===== src/rtl/mfp_ahb_uart_transmitter.sv =====
// AHB-Lite UART transmitter: 16-entry byte FIFO fed through TXDATA, drained by an 8N1 serializer.
// State | meaning: IDLE line high, wait for FIFO data | START start bit | DATA 8 data bits LSB first | STOP stop bit
`timescale 1ns/1ps
module mfp_ahb_uart_transmitter #(
    parameter int CLK_FREQ  = 50000000,
    parameter int BAUD_RATE = 115200,
    parameter int FIFO_AW   = 4
) (
    input  logic        HCLK,
    input  logic        SI_Reset,
    input  logic        HSEL,
    input  logic [31:0] HADDR,
    input  logic [1:0]  HTRANS,
    input  logic        HWRITE,
    input  logic [2:0]  HSIZE,
    input  logic [31:0] HWDATA,
    input  logic        HREADY,
    output logic [31:0] HRDATA,
    output logic        HREADYOUT,
    output logic        HRESP,
    output logic        UART_TX
);

    localparam int DIV_RAW = CLK_FREQ / BAUD_RATE;
    localparam int DIV     = (DIV_RAW < 2) ? 2 : DIV_RAW;
    localparam int BCW     = $clog2(DIV);
    localparam int DEPTH   = 1 << FIFO_AW;

    typedef enum logic [1:0] {S_IDLE, S_START, S_DATA, S_STOP} state_t;

    logic               accept;
    logic               wr_q;
    logic               rd_q;
    logic [1:0]         offset_q;
    logic               push_req;
    logic               push_ok;
    logic               ovf_clr;
    logic               pop;

    logic [7:0]         mem [DEPTH];
    logic [FIFO_AW-1:0] wptr;
    logic [FIFO_AW-1:0] rptr;
    logic [FIFO_AW:0]   count;
    logic               full;
    logic               empty;
    logic               ovf;
    logic               busy;

    state_t             state;
    state_t             state_nxt;
    logic [BCW-1:0]     bc;
    logic [BCW-1:0]     bc_d;
    logic [2:0]         bi;
    logic [2:0]         bi_d;
    logic [7:0]         sh;
    logic [7:0]         sh_d;
    logic               tx_q;
    logic               tx_d;
    logic               bit_end;

    logic               unused_ok;

    assign HREADYOUT = 1'b1;
    assign HRESP     = 1'b0;
    assign UART_TX   = tx_q;
    assign unused_ok = &{1'b0, HADDR[31:4], HADDR[1:0], HTRANS[0], HSIZE, HWDATA[31:8]};

    // Address phase capture; the registers clear on any cycle without an accepted transfer.
    assign accept = HSEL & HTRANS[1] & HREADY;

    always_ff @(posedge HCLK) begin
        if (SI_Reset) begin
            wr_q     <= 1'b0;
            rd_q     <= 1'b0;
            offset_q <= 2'b00;
        end else begin
            wr_q     <= accept & HWRITE;
            rd_q     <= accept & ~HWRITE;
            offset_q <= accept ? HADDR[3:2] : 2'b00;
        end
    end

    assign push_req = wr_q && (offset_q == 2'd0);
    assign ovf_clr  = wr_q && (offset_q == 2'd1) && HWDATA[4];
    assign full     = count[FIFO_AW];
    assign empty    = (count == '0);
    assign push_ok  = push_req && !full;
    assign busy     = (state != S_IDLE) || !empty;

    always_comb begin
        HRDATA = 32'h0;
        if (rd_q && (offset_q == 2'd1))
            HRDATA = {27'b0, ovf, busy, 1'b0, empty, full};
    end

    always_ff @(posedge HCLK) begin
        if (push_ok)
            mem[wptr] <= HWDATA[7:0];
    end

    // A push into a full FIFO is dropped even when a pop frees a slot in the same cycle.
    always_ff @(posedge HCLK) begin
        if (SI_Reset) begin
            wptr  <= '0;
            rptr  <= '0;
            count <= '0;
            ovf   <= 1'b0;
        end else begin
            if (push_ok)
                wptr <= wptr + 1'b1;
            if (pop)
                rptr <= rptr + 1'b1;
            case ({push_ok, pop})
                2'b10:   count <= count + 1'b1;
                2'b01:   count <= count - 1'b1;
                default: count <= count;
            endcase
            if (push_req && full)
                ovf <= 1'b1;
            else if (ovf_clr)
                ovf <= 1'b0;
        end
    end

    assign bit_end = (bc == BCW'(DIV - 1));

    always_ff @(posedge HCLK) begin
        if (SI_Reset) begin
            state <= S_IDLE;
            bc    <= '0;
            bi    <= '0;
            sh    <= '0;
            tx_q  <= 1'b1;
        end else begin
            state <= state_nxt;
            bc    <= bc_d;
            bi    <= bi_d;
            sh    <= sh_d;
            tx_q  <= tx_d;
        end
    end

    always_comb begin
        state_nxt = state;
        case (state)
            S_IDLE:  if (!empty) state_nxt = S_START;
            S_START: if (bit_end) state_nxt = S_DATA;
            S_DATA:  if (bit_end && (bi == 3'd7)) state_nxt = S_STOP;
            S_STOP:  if (bit_end) state_nxt = empty ? S_IDLE : S_START;
            default: state_nxt = S_IDLE;
        endcase
    end

    // The line level is computed from the next state so UART_TX comes straight off a flop.
    always_comb begin
        pop  = !empty && ((state == S_IDLE) || ((state == S_STOP) && bit_end));
        bc_d = ((state == S_IDLE) || bit_end) ? '0 : bc + 1'b1;
        bi_d = bi;
        sh_d = sh;
        if (pop) begin
            sh_d = mem[rptr];
            bi_d = '0;
        end else if ((state == S_DATA) && bit_end) begin
            sh_d = {1'b0, sh[7:1]};
            bi_d = bi + 1'b1;
        end
        case (state_nxt)
            S_START: tx_d = 1'b0;
            S_DATA:  tx_d = sh_d[0];
            default: tx_d = 1'b1;
        endcase
    end

endmodule


===== config.mk =====
export PLATFORM = sky130hd
export DESIGN_NAME = mfp_ahb_uart_transmitter
export DESIGN_NICKNAME = d
export VERILOG_FILES = /design/src/rtl/mfp_ahb_uart_transmitter.sv
export SDC_FILE = /design/constraint.sdc
export NUM_CORES = 1
export LEC_CHECK = 0
export ABC_AREA = 1
export CAP_MARGIN = 20
export CORE_MARGIN = 2
export CORE_UTILIZATION = 40
export CTS_CLUSTER_DIAMETER = 30
export DETAILED_ROUTE_END_ITERATION = 16
export HOLD_SLACK_MARGIN = 0.08
export PLACE_DENSITY_LB_ADDON = 0.15
export SYNTH_ARGS = -nofsm -noshare
export SYNTH_HDL_FRONTEND = slang
export SYNTH_SLANG_ARGS = --single-unit

===== constraint.sdc =====
create_clock -name HCLK -period 5.25 [get_ports HCLK]
set_input_delay 1.575 -clock HCLK [delete_from_list [all_inputs] [get_ports HCLK]]
set_output_delay 1.575 -clock HCLK [all_outputs]
set_load 0.02 [all_outputs]

==> summary.md, run 1 <==
| Metric | Value |
|---|---|
| Slew margin rel. | 0.4150 |
| Slowest CP cell | clkdlybuf4s50_1 |
| Die Ht | around 140 um |
| Initial antenna violation count | 0 |
| Post-DP HPWL | between 10,000 and 15,000 um |
| Post-synthesis async set-or-reset flop share | 0 |
| Initial Utilization | 0.4086 |
| Min Tclk post-route | roughly 3.6 ns |
| I/O pins | 109 |
| CP max FO | 5 |
| Maximum VDD drop | around 0.25 mV |
| Die ar. | about 20,000 um^2 |
| DR vias/cell | between 4 and 5 |
| Post-Syn Area | between 7000 and 8000 um^2 |
| Highest clock rate | ~0.28 GHz |
| Worst Path Required | 3.68 ns |
| Register area share after synthesis | 0.6187 |
| IO buf count | 20 |
| Final hold violation count | 0 |
| Min-Delay Endpoint | sh[2]$_SDFFE_PP0P_ |
| Skew-Pair Late Insertion Delay | about 0.43 ns |
| Yosys synthesis warning count | 0 |
| Clock buffer depth | 2 |
| Setup crit end kind | primary output |
| Synth Area per Inst | 9.586 um^2 |
| Seq cells post-synth | roughly 170 |
| Crit path top cell by count | nor2_1 |
| Gr usage total | 0.1673 |
| ANT cells | 0 |
| TritonCTS Sinks | between 150 and 200 |
| Post-CTS sizing | 0 |
| RSZ-0062 raised after global routing | false |
| Type of the most critical hold path | flip-flop to flip-flop |
| Drt drc | 0 |
| Global route total overflow | 0 |
| Pin count of the biggest net entering global routing | 65 |
| H-tree levels | 4 |
| Placer Congestion | 0.7878 |
| Core box area | approximately 19,000 um^2 |
| Setup TNS | 0 ns |
| Layout cells sized above 1 | 0.05811 |
| Number of enable flip-flop cells after synthesis | between 100 and 150 |
| Max-slew violation count | 0 |
| Worst r2r path cells | 15 |
| Final critical-path setup slack | about 1.6 ns |
| Gate count of the mapped netlist | 800 |
| Pre-antenna DRT Iters | 6 |
| First-pass GRT wire length | 25,210 um |
| CP cell instances | nor2_1, nand2_1, nor2_1, a31oi_1, clkdlybuf4s50_1 |
| Startpoint Class | flip-flop |
| Width of the chip | 142.5 um |
| Post-CTS Repair Setup Buffers | 0 |
| Worst path top cell family by delay | simple AND/OR/NAND/NOR gates |
| Max Cap Violations | 0 |
| Total wire length | 16,060 um |
| # nets final | 900 |
| CTS tree | yes |
| Vias in the first global route | about 4,700 |
| Hold buffer count at cts | 0 |
| Tcrit/Tclk final | 0.6880 |
| Setup violations, final | 0 |
| CP max stage delay | 0.56 ns |
| Layout Skew | a little over 0.01 ns |
| Dpl cell area | 7953 um^2 |
| Min-delay src | sh[2]$_SDFFE_PP0P_ |
| Critical path class | flip-flop to primary output |
| Rows | 50 |
| Routed length per instance | 15.15 um |
| Leak | 3.415 nW |
| Actual slew at the worst max-slew pin | about 0.9 ns |
| Starting DRC count in detailed routing | 389 |
| Final instance area | 8549 um^2 |
| Critical path buffers and inverters | 1 |
| Worst reg2reg path startpoint | bc[0]$_SDFF_PP0_ |
| R2R Path End | count[4]$_SDFFE_PP0P_ |
| P&R area growth vs syn | 11.49% |
| Root Driver | clkbuf_16 |
| Hold depth | 2 |
| PD cells | approximately 460 nW/um^2 |
| Vias | roughly 5,100 |
| Reg clk slew, reported paths | ~0.060 ns |
| Setup WS pre-CTS | 1.511 ns |
| Library cells used by synthesis | 32 |
| Cts bufs inserted | 17 |
| Arr. time, crit path | just over 2 ns |
| Post-route ant nets | 0 |
| Worst reg2reg setup slack | between 2 and 2.5 ns |
| Top FF cell, synth | edfxtp_1 |
| Status | complete, no violations |
| Overall power | ~3.9 mW |
-- worst reg2reg max path: cells and delay by family, from the launching register on --
family	cells	cell delay (ns)
DFF	1	0.38
buffers and inverters	1	0.04
xor gates and xnor gates	2	0.38
and+or+nand+nor	7	0.66
adders and majority gates	3	0.74
AOI/OAI and AO/OA	2	0.61
-- state kept, by name, summed over array words and instances (netlist names), 3 cells and up, named ones only --
| register | cells |
|---|---|
| bc | 9 |
| bi | 3 |
| rptr | 4 |
| mem | 128 |
| wptr | 4 |
| sh | 8 |
| count | 5 |
-- power breakdown --
| group | internal, mW | switching [mW] |
|---|---|---|
| combinational | 0.338 | 0.759 |
| sequential | 1.53 | 0.0432 |
| clock | 0.749 | 0.515 |
| total | 2.62 | 1.32 |
-- cell families after synthesis --
logic type                 share of synthesized area
AOI/OAI and AO/OA                            0.03443
xor gates and xnor gates                     0.01256
adders and majority gates                    0.02121
buffers and inverters                        0.07881
DFF                                           0.6187
other                                      0.0009793
and+or+nand+nor                               0.2333
-- routing by layer --
metal | share of wire | global-route usage
met4 | 0.012 | 0.05315
met2 | 0.47 | 0.2657
met1 | 0.48 | 0.2299
met3 | 0.042 | 0.03600
met5 | 0 | 0
-- cells in the mapped netlist, types with 3 or more instances --
| cell type | count | area (um^2) |
|---|---|---|
| a21oi_1 | 23 | 115.1 |
| buf_2 | 13 | 65.06 |
| buf_4 | 31 | 232.7 |
| clkbuf_1 | 11 | 41.29 |
| dfxtp_1 | 45 | 900.9 |
| edfxtp_1 | 128 | 3844 |
| ha_1 | 13 | 162.7 |
| inv_1 | 61 | 229.0 |
| nand2_1 | 270 | 1013 |
| nand3_1 | 87 | 435.4 |
| nand4_1 | 8 | 50.05 |
| nor2_1 | 56 | 210.2 |
| nor2_2 | 4 | 25.02 |
| nor3b_1 | 3 | 22.52 |
| o21ai_0 | 13 | 65.06 |
| xor2_1 | 9 | 78.83 |
-- layout make-up --
class	instances	area [um^2]
multi-input combinational	532	2425
inverter	65	246.5
clock inverter	14	167.7
tap	234	292.8
timing repair buffer	24	242.7
clock buffer	18	429.2
sequential	173	4746
fill	1740	10220
-- how the worst max path moves through the flow --
stage | from | endpoint | depth (start not counted)
finish | count[4]$_SDFFE_PP0P_ | HRDATA[3] | 5
global placement | SI_Reset | bc[7]$_SDFF_PP0_ | 5
global route | count[4]$_SDFFE_PP0P_ | HRDATA[3] | 5
CTS | count[4]$_SDFFE_PP0P_ | HRDATA[3] | 5
detailed placement | SI_Reset | bc[7]$_SDFF_PP0_ | 5
floorplan | count[4]$_SDFFE_PP0P_ | HRDATA[3] | 4
-- layout by cell type, fill, tap and decap left out, types with 4 or more instances in the layout --
cell               n
inv_1             61
clkdlybuf4s50_1   20
nor2_2             4
a21oi_1           23
edfxtp_1         128
xor2_1             9
nor2_1            56
nand3_1           87
clkbuf_16         17
nand4_1            8
clkinvlp_4         4
o21ai_0           13
dfxtp_1           44
ha_1              13
conb_1            30
nand2_1          270
-- stage by stage --
stage	utilization	instances	hold slack, ns
3_3_place_gp	0.4227	1027	0.4468
3_5_place_dp	0.4237	1028	0.4547
6_report	0.4555	1060	0.4622
2_1_floorplan	-	828	0.4337
4_1_cts	0.4555	1060	0.4648
5_1_grt	0.4555	1060	0.4895
Note: power is estimated with default switching activity, not from simulation.
==> run 2: changes to the inputs <==
==> constraint.sdc (replaced) <==
create_clock -name HCLK -period 3.47 [get_ports HCLK]
set_input_delay 1.041 -clock HCLK [delete_from_list [all_inputs] [get_ports HCLK]]
set_output_delay 1.041 -clock HCLK [all_outputs]
set_load 0.02 [all_outputs]
==> run 2 against run 1 <==
Effect of this change:
- die area stayed put
- sequential share of layout area is 0.26 points lower
- power is 51% higher
- critical path depth stayed put
- routed wire length is 0.19% higher
- non-clock buffer count is 5 higher
- highest routed layer unchanged
- clock-buffer cell count is 6 higher
- first-iteration DRC count is 13% lower
- cell area is 0.47% higher
- sequential power is 51% higher
==> summary.md, run 2 (same netlist as run 1, synthesis figures left out) <==
| Metric | Value |
|---|---|
| Pre-antenna DRT Iters | 5 |
| Rows | 50 |
| Setup TNS | 0 ns |
| Root Driver | clkbuf_16 |
| Tcrit/Tclk final | 0.8820 |
| Post-route ant nets | 0 |
| Final Core Density | 0.4577 |
| Layout Skew | about 0.0065 ns |
| Skew-Pair Late Insertion Delay | approximately 0.43 ns |
| Maximum VDD drop | around 0.62 mV |
| Post-CTS Repair Setup Buffers | 0 |
| Placed cell count | between 1,000 and 1,500 |
| Total wire length | between 15,000 and 20,000 um |
| Commonest cells after routing, fill and taps aside | nand2_1 (270), edfxtp_1 (128), nand3_1 (87) |
| Placer Congestion | 0.8057 |
| H-tree levels | 4 |
| Hold buffer count at cts | 0 |
| Post-CTS sizing | 0 |
| Die Ht | roughly 140 um |
| Startpoint Class | flip-flop |
| Slew margin rel. | 0.4398 |
| Final critical-path setup slack | ~0.4 ns |
| # nets final | between 900 and 1,000 |
| Final instance area | roughly 8600 um^2 |
| Cts bufs inserted | 17 |
| Pin count of the biggest net entering global routing | between 60 and 70 |
| Min Tclk post-route | between 3 and 4 ns |
| Most common cell after layout, fill and taps aside | nand2_1 |
| Max reg flops | around 130 |
| First-pass GRT wire length | 25,630 um |
| Drt drc | 0 |
| Top reg by flops | mem |
| Highest clock rate | roughly 0.33 GHz |
| Actual slew at the worst max-slew pin | approximately 0.84 ns |
| Overall power | 5.961 mW |
| Reg clk slew, reported paths | 0.06 ns |
| Vias in the first global route | 4,839 |
| Type of the most critical hold path | flip-flop to flip-flop |
| Max-slew violation count | 0 |
| Global route total overflow | 0 |
| ANT cells | 0 |
| Status | complete, no violations |
| RSZ-0062 raised after global routing | false |
| CP max FO | 5 |
| Layout filler cell count | between 1,500 and 2,000 |
| Dpl cell area | roughly 8000 um^2 |
| Top Registers | mem x128, bc x9, sh x8 |
| Routed length per instance | 15.11 um |
| I/O pins | between 100 and 150 |
| Hold slack final | ~0.46 ns |
| Initial antenna violation count | 0 |
| Setup violations, final | 0 |
| P&R area growth vs syn | 12.01% |
| DR vias/cell | approximately 4.8 |
| Worst Path Required | about 2.4 ns |
| Starting DRC count in detailed routing | 339 |
| Max Cap Violations | 0 |
| Vias | about 5,000 |
| Layout cells sized above 1 | 0.06498 |
| CTS tree | yes |
| Fin cells | about 1,100 |
| Core box area | approximately 19,000 um^2 |
| Critical path class | flip-flop to primary output |
| Post-DP HPWL | 10,340 um |
| Width of the chip | 142.5 um |
| Initial Utilization | 0.4086 |
| Arr. time, crit path | 2.02 ns |
| Clock buffer depth | 2 |
| Gr usage total | 0.1687 |
| Die ar. | 20,290 um^2 |
| TritonCTS Sinks | between 150 and 200 |
| PD cells | 694.0 nW/um^2 |
| Setup crit end kind | primary output |
| Setup WS pre-CTS | 0.5719 ns |
| Final hold violation count | 0 |
| Leak | 3.457 nW |
| IO buf count | 20 |
[run 2: cell count changes in the layout (fill, tap and decap cells not counted), moves of 2 or more]
cell	before	now
buf_4	3	9
bufinv_16	3	1
clkbuf_16	17	20
clkbuf_8	0	2
clkinv_1	3	1
clkinv_2	1	3
clkinvlp_4	4	1
inv_6	3	0
[run 2: path summary, 6_finish.rpt]
path / startpoint / end / slack [ns] / cells after the start
max reg2reg: bc[0]$_SDFF_PP0_ / count[4]$_SDFFE_PP0P_ / 1.05 / 15
min reg2reg: ovf$_SDFFE_PP0P_ / ovf$_SDFFE_PP0P_ / 0.46 / 2
max: count[4]$_SDFFE_PP0P_ / HRDATA[3] / 0.41 / 5
min: ovf$_SDFFE_PP0P_ / ovf$_SDFFE_PP0P_ / 0.46 / 2
[run 2: layer usage]
metal	global-route usage	share of wire	up-vias
li1	-	-	2598
met1	0.2295	0.47	2380
met2	0.2629	0.46	127
met3	0.04240	0.047	18
met4	0.06045	0.021	0
met5	0	0	-
[run 2: critical path, stage by stage (launching register included)]
cell	delay (ns)
dfxtp_1	0.35
nor2_1	0.20
nand2_1	0.07
nor2_1	0.29
a31oi_1	0.13
clkdlybuf4s50_1	0.56
[run 2: area by class of cell]
class / count / area (um^2) / share of cell area
clock buffers: 24 / 535.5 / 0.06235
clock inverters: 8 / 76.32 / 0.008886
inverters: 65 / 246.5 / 0.02870
multi-input cells: 532 / 2425 / 0.2823
flip-flops and latches: 173 / 4746 / 0.5525
well taps: 234 / 292.8 / 0.03409
repair buffers: 29 / 267.8 / 0.03117
[run 2: report_power, final]
part | total [mW] | internal (mW) | switching [mW] | leakage, nW
sequential | 2.38 | 2.32 | 0.0646 | 1.52
clock | 1.92 | 1.15 | 0.764 | 0.302
combinational | 1.66 | 0.522 | 1.14 | 1.64
==> run 3: changes to the inputs <==
--- a/config.mk
+++ b/config.mk
@@ -5,7 +5,6 @@
 export SDC_FILE = /design/constraint.sdc
 export NUM_CORES = 1
 export LEC_CHECK = 0
-export ABC_AREA = 1
 export CAP_MARGIN = 20
 export CORE_MARGIN = 2
 export CORE_UTILIZATION = 40
==> run 3 against run 2 <==
Effect of this change:
- clock skew up 0.0044 ns
- clock power down 5%
- power down 7.4%
- via count down 27%
- sequential power up 2%
- clock-buffer cell count down 6
- synthesized cell count down 42%
- global-route usage down 2.6 points
- area after synthesis down 5.7%
- critical endpoint is now HRDATA[1]
- combinational power down 23%
==> summary.md, run 3 <==
| Metric | Value |
|---|---|
| Status | complete, no violations |
| Total wire length | 13,010 um |
| Maximum VDD drop | about 0.38 mV |
| Root Driver | clkbuf_16 |
| Post-DP HPWL | about 8500 um |
| Number of enable flip-flop cells after synthesis | 128 |
| Width of the chip | 138.5 um |
| Top-count cell post-synth | edfxtp_1 |
| Rows | just under 50 |
| Global route total overflow | 0 |
| CP cell instances | or2_1, or4_1, nor2_1, clkdlybuf4s50_1 |
| Library cells used by synthesis | between 50 and 60 |
| Initial antenna violation count | 0 |
| Top FF cell, synth | edfxtp_1 |
| Max Cap Violations | 0 |
| Register area share after synthesis | 0.6559 |
| CP max stage delay | about 0.61 ns |
| Uppermost layer routed | met4 |
| Ranking of synthesized cells by area | edfxtp_1 (53%), dfxtp_1 (12%), mux4_2 (12%) |
| Startpoint Class | flip-flop |
| Initial Utilization | 0.4054 |
| Gr usage total | 0.1422 |
| Layout cells sized above 1 | 0.1683 |
| Met3 WL post-DR | 477 um |
| Pin count of the biggest net entering global routing | 35 |
| Slew margin rel. | 0.3733 |
| Clock buffer depth | 2 |
| I/O pins | around 110 |
| Leak | about 2.7 nW |
| Critical path buffers and inverters | 1 |
| P&R area growth vs syn | 12.42% |
| Layout Skew | approximately 0.011 ns |
| IO buf count | 20 |
| Layout filler cell count | between 1,500 and 2,000 |
| Hold slack final | about 0.46 ns |
| Arr. time, crit path | approximately 2.3 ns |
| TritonCTS Sinks | between 150 and 200 |
| Slowest CP cell | clkdlybuf4s50_1 |
| Tcrit/Tclk final | 0.9594 |
| Final Core Density | 0.4558 |
| Yosys synthesis warning count | 0 |
| Starting DRC count in detailed routing | about 230 |
| Most frequent cells after synthesis | edfxtp_1 (128), nor2_1 (47), dfxtp_1 (45) |
| Post-synthesis async set-or-reset flop share | 0 |
| Cell taking the most area after synthesis | edfxtp_1 |
| Pre-antenna DRT Iters | 4 |
| Setup crit end kind | primary output |
| # nets final | 580 |
| Vias | about 3,700 |
| Commonest cells after routing, fill and taps aside | edfxtp_1 (128), nor2_1 (47), dfxtp_1 (44) |
| Die ar. | ~19,000 um^2 |
| ANT cells | 0 |
| Setup WS pre-CTS | about 0.38 ns |
| Final critical-path setup slack | 0.1409 ns |
| PD cells | about 680 nW/um^2 |
| Actual slew at the worst max-slew pin | 0.9365 ns |
| Wl on met1 | ~6000 um |
| Setup TNS | 0 ns |
| DR vias/cell | slightly above 5 |
| Post-CTS sizing | 0 |
| Type of the most critical hold path | flip-flop to flip-flop |
| Skew-Pair Late Insertion Delay | about 0.42 ns |
| First-pass GRT wire length | ~21,000 um |
| Worst reg2reg setup slack | 0.37 ns |
| Min Tclk post-route | 3.329 ns |
| Post-CTS Repair Setup Buffers | 0 |
| Worst Path Required | between 2 and 2.5 ns |
| Met2 wire len | approximately 6400 um |
| Setup violations, final | 0 |
| Seq cells post-synth | between 150 and 200 |
| Core box area | 17,840 um^2 |
| Max reg flops | approximately 130 |
| Drt drc | 0 |
| H-tree levels | 4 |
| Synth Area per Inst | 15.52 um^2 |
| Top-area cell type share of the netlist area | 0.5314 |
| Post-Syn Area | roughly 7200 um^2 |
| Die Ht | 138.5 um |
| Hold buffer count at cts | 0 |
| Highest clock rate | roughly 0.30 GHz |
| Top reg by flops | mem |
| Max-slew violation count | 0 |
| Worst path top cell family by delay | simple AND/OR/NAND/NOR gates |
| Critical path class | flip-flop to primary output |
| Post-route ant nets | 0 |
| Routed length per instance | about 18 um |
| Top Registers | mem x128, bc x9, sh x8 |
| Vias in the first global route | 3,702 |
| Reg clk slew, reported paths | approximately 0.070 ns |
| CP max FO | 8 |
| Most common cell after layout, fill and taps aside | edfxtp_1 |
| Gate count of the mapped netlist | around 470 |
| Final hold violation count | 0 |
| RSZ-0062 raised after global routing | false |
| Placer Congestion | around 0.75 |
| Cts bufs inserted | 17 |
| CTS tree | yes |
run 3: cell count changes in the layout (fill, tap and decap cells not counted), moves of 6 or more:
cell      previous run  this run
nand4_1              8         2
nor2_1              56        47
a21oi_1             23        14
mux4_2               0        37
nand2_1            270        16
mux2i_1              0        13
inv_1               61         5
a211oi_1             0         7
nand3_1             87         6
o21ai_0             13         5
nor3_1               0         9
run 3: report_power, final:
group          internal (mW)  switching (mW)
clock                   1.00           0.812
sequential              2.33          0.0958
combinational          0.604           0.679
total                   3.93            1.59
run 3: area by class of cell:
cell class                      count  area (um^2)  area share
Clock buffer                       18        429.2     0.05278
Clock inverter                     13        130.1     0.01600
Inverter                            7        26.28    0.003231
Multi-Input combinational cell    265         2233      0.2747
Sequential cell                   173         4746      0.5836
Tap cell                          229        286.5     0.03524
Timing Repair Buffer               29        280.3     0.03447
run 3: cells by family (layout without fill, tap and decap cells):
logic type,Yosys count,in the layout,share of synthesized area
buf+inv,56,67,0.04982
other cells,2,30,0.001038
mux,51,51,0.1348
xor+xnor,16,16,0.01937
fa+ha+maj,13,13,0.02249
compound gates,40,40,0.03616
simple gates,115,115,0.08043
flops,173,173,0.6559
run 3: per-layer routing:
layer	up-vias	GRT usage
li1	1764	-
met1	1878	0.1890
met3	9	0.03672
met4	0	0.04619
met5	-	0
met2	84	0.2303
run 3: stage by stage:
stage,power (mW),cell area [um^2],instances
3_5_place_dp,3.766,7572,703
6_report,5.521,8132,734
3_3_place_gp,3.745,7572,703
2_1_floorplan,3.507,7338,494
4_1_cts,5.587,8132,734
5_1_grt,5.812,8132,734
run 3: final timing paths:
path | endpoint | depth (start not counted) | start
hold / removal | bc[0]$_SDFF_PP0_ | 1 | bc[0]$_SDFF_PP0_
setup / recovery | HRDATA[1] | 4 | count[1]$_SDFFE_PP0P_
setup reg to reg | count[4]$_SDFFE_PP0P_ | 13 | bc[0]$_SDFF_PP0_
hold reg to reg | bc[0]$_SDFF_PP0_ | 1 | bc[0]$_SDFF_PP0_
run 3: worst reg2reg max path, stage by stage, from the launching register on:
cell and delay (ns):
dfxtp_1 0.37, ha_1 0.16, and4b_1 0.31, nand4_1 0.15
a21o_1 0.23, inv_2 0.17, ha_1 0.36, xor2_1 0.11
ha_1 0.23, nand2b_1 0.08, a21boi_0 0.08, o21a_1 0.18
or4_1 0.46, a21oi_1 0.14
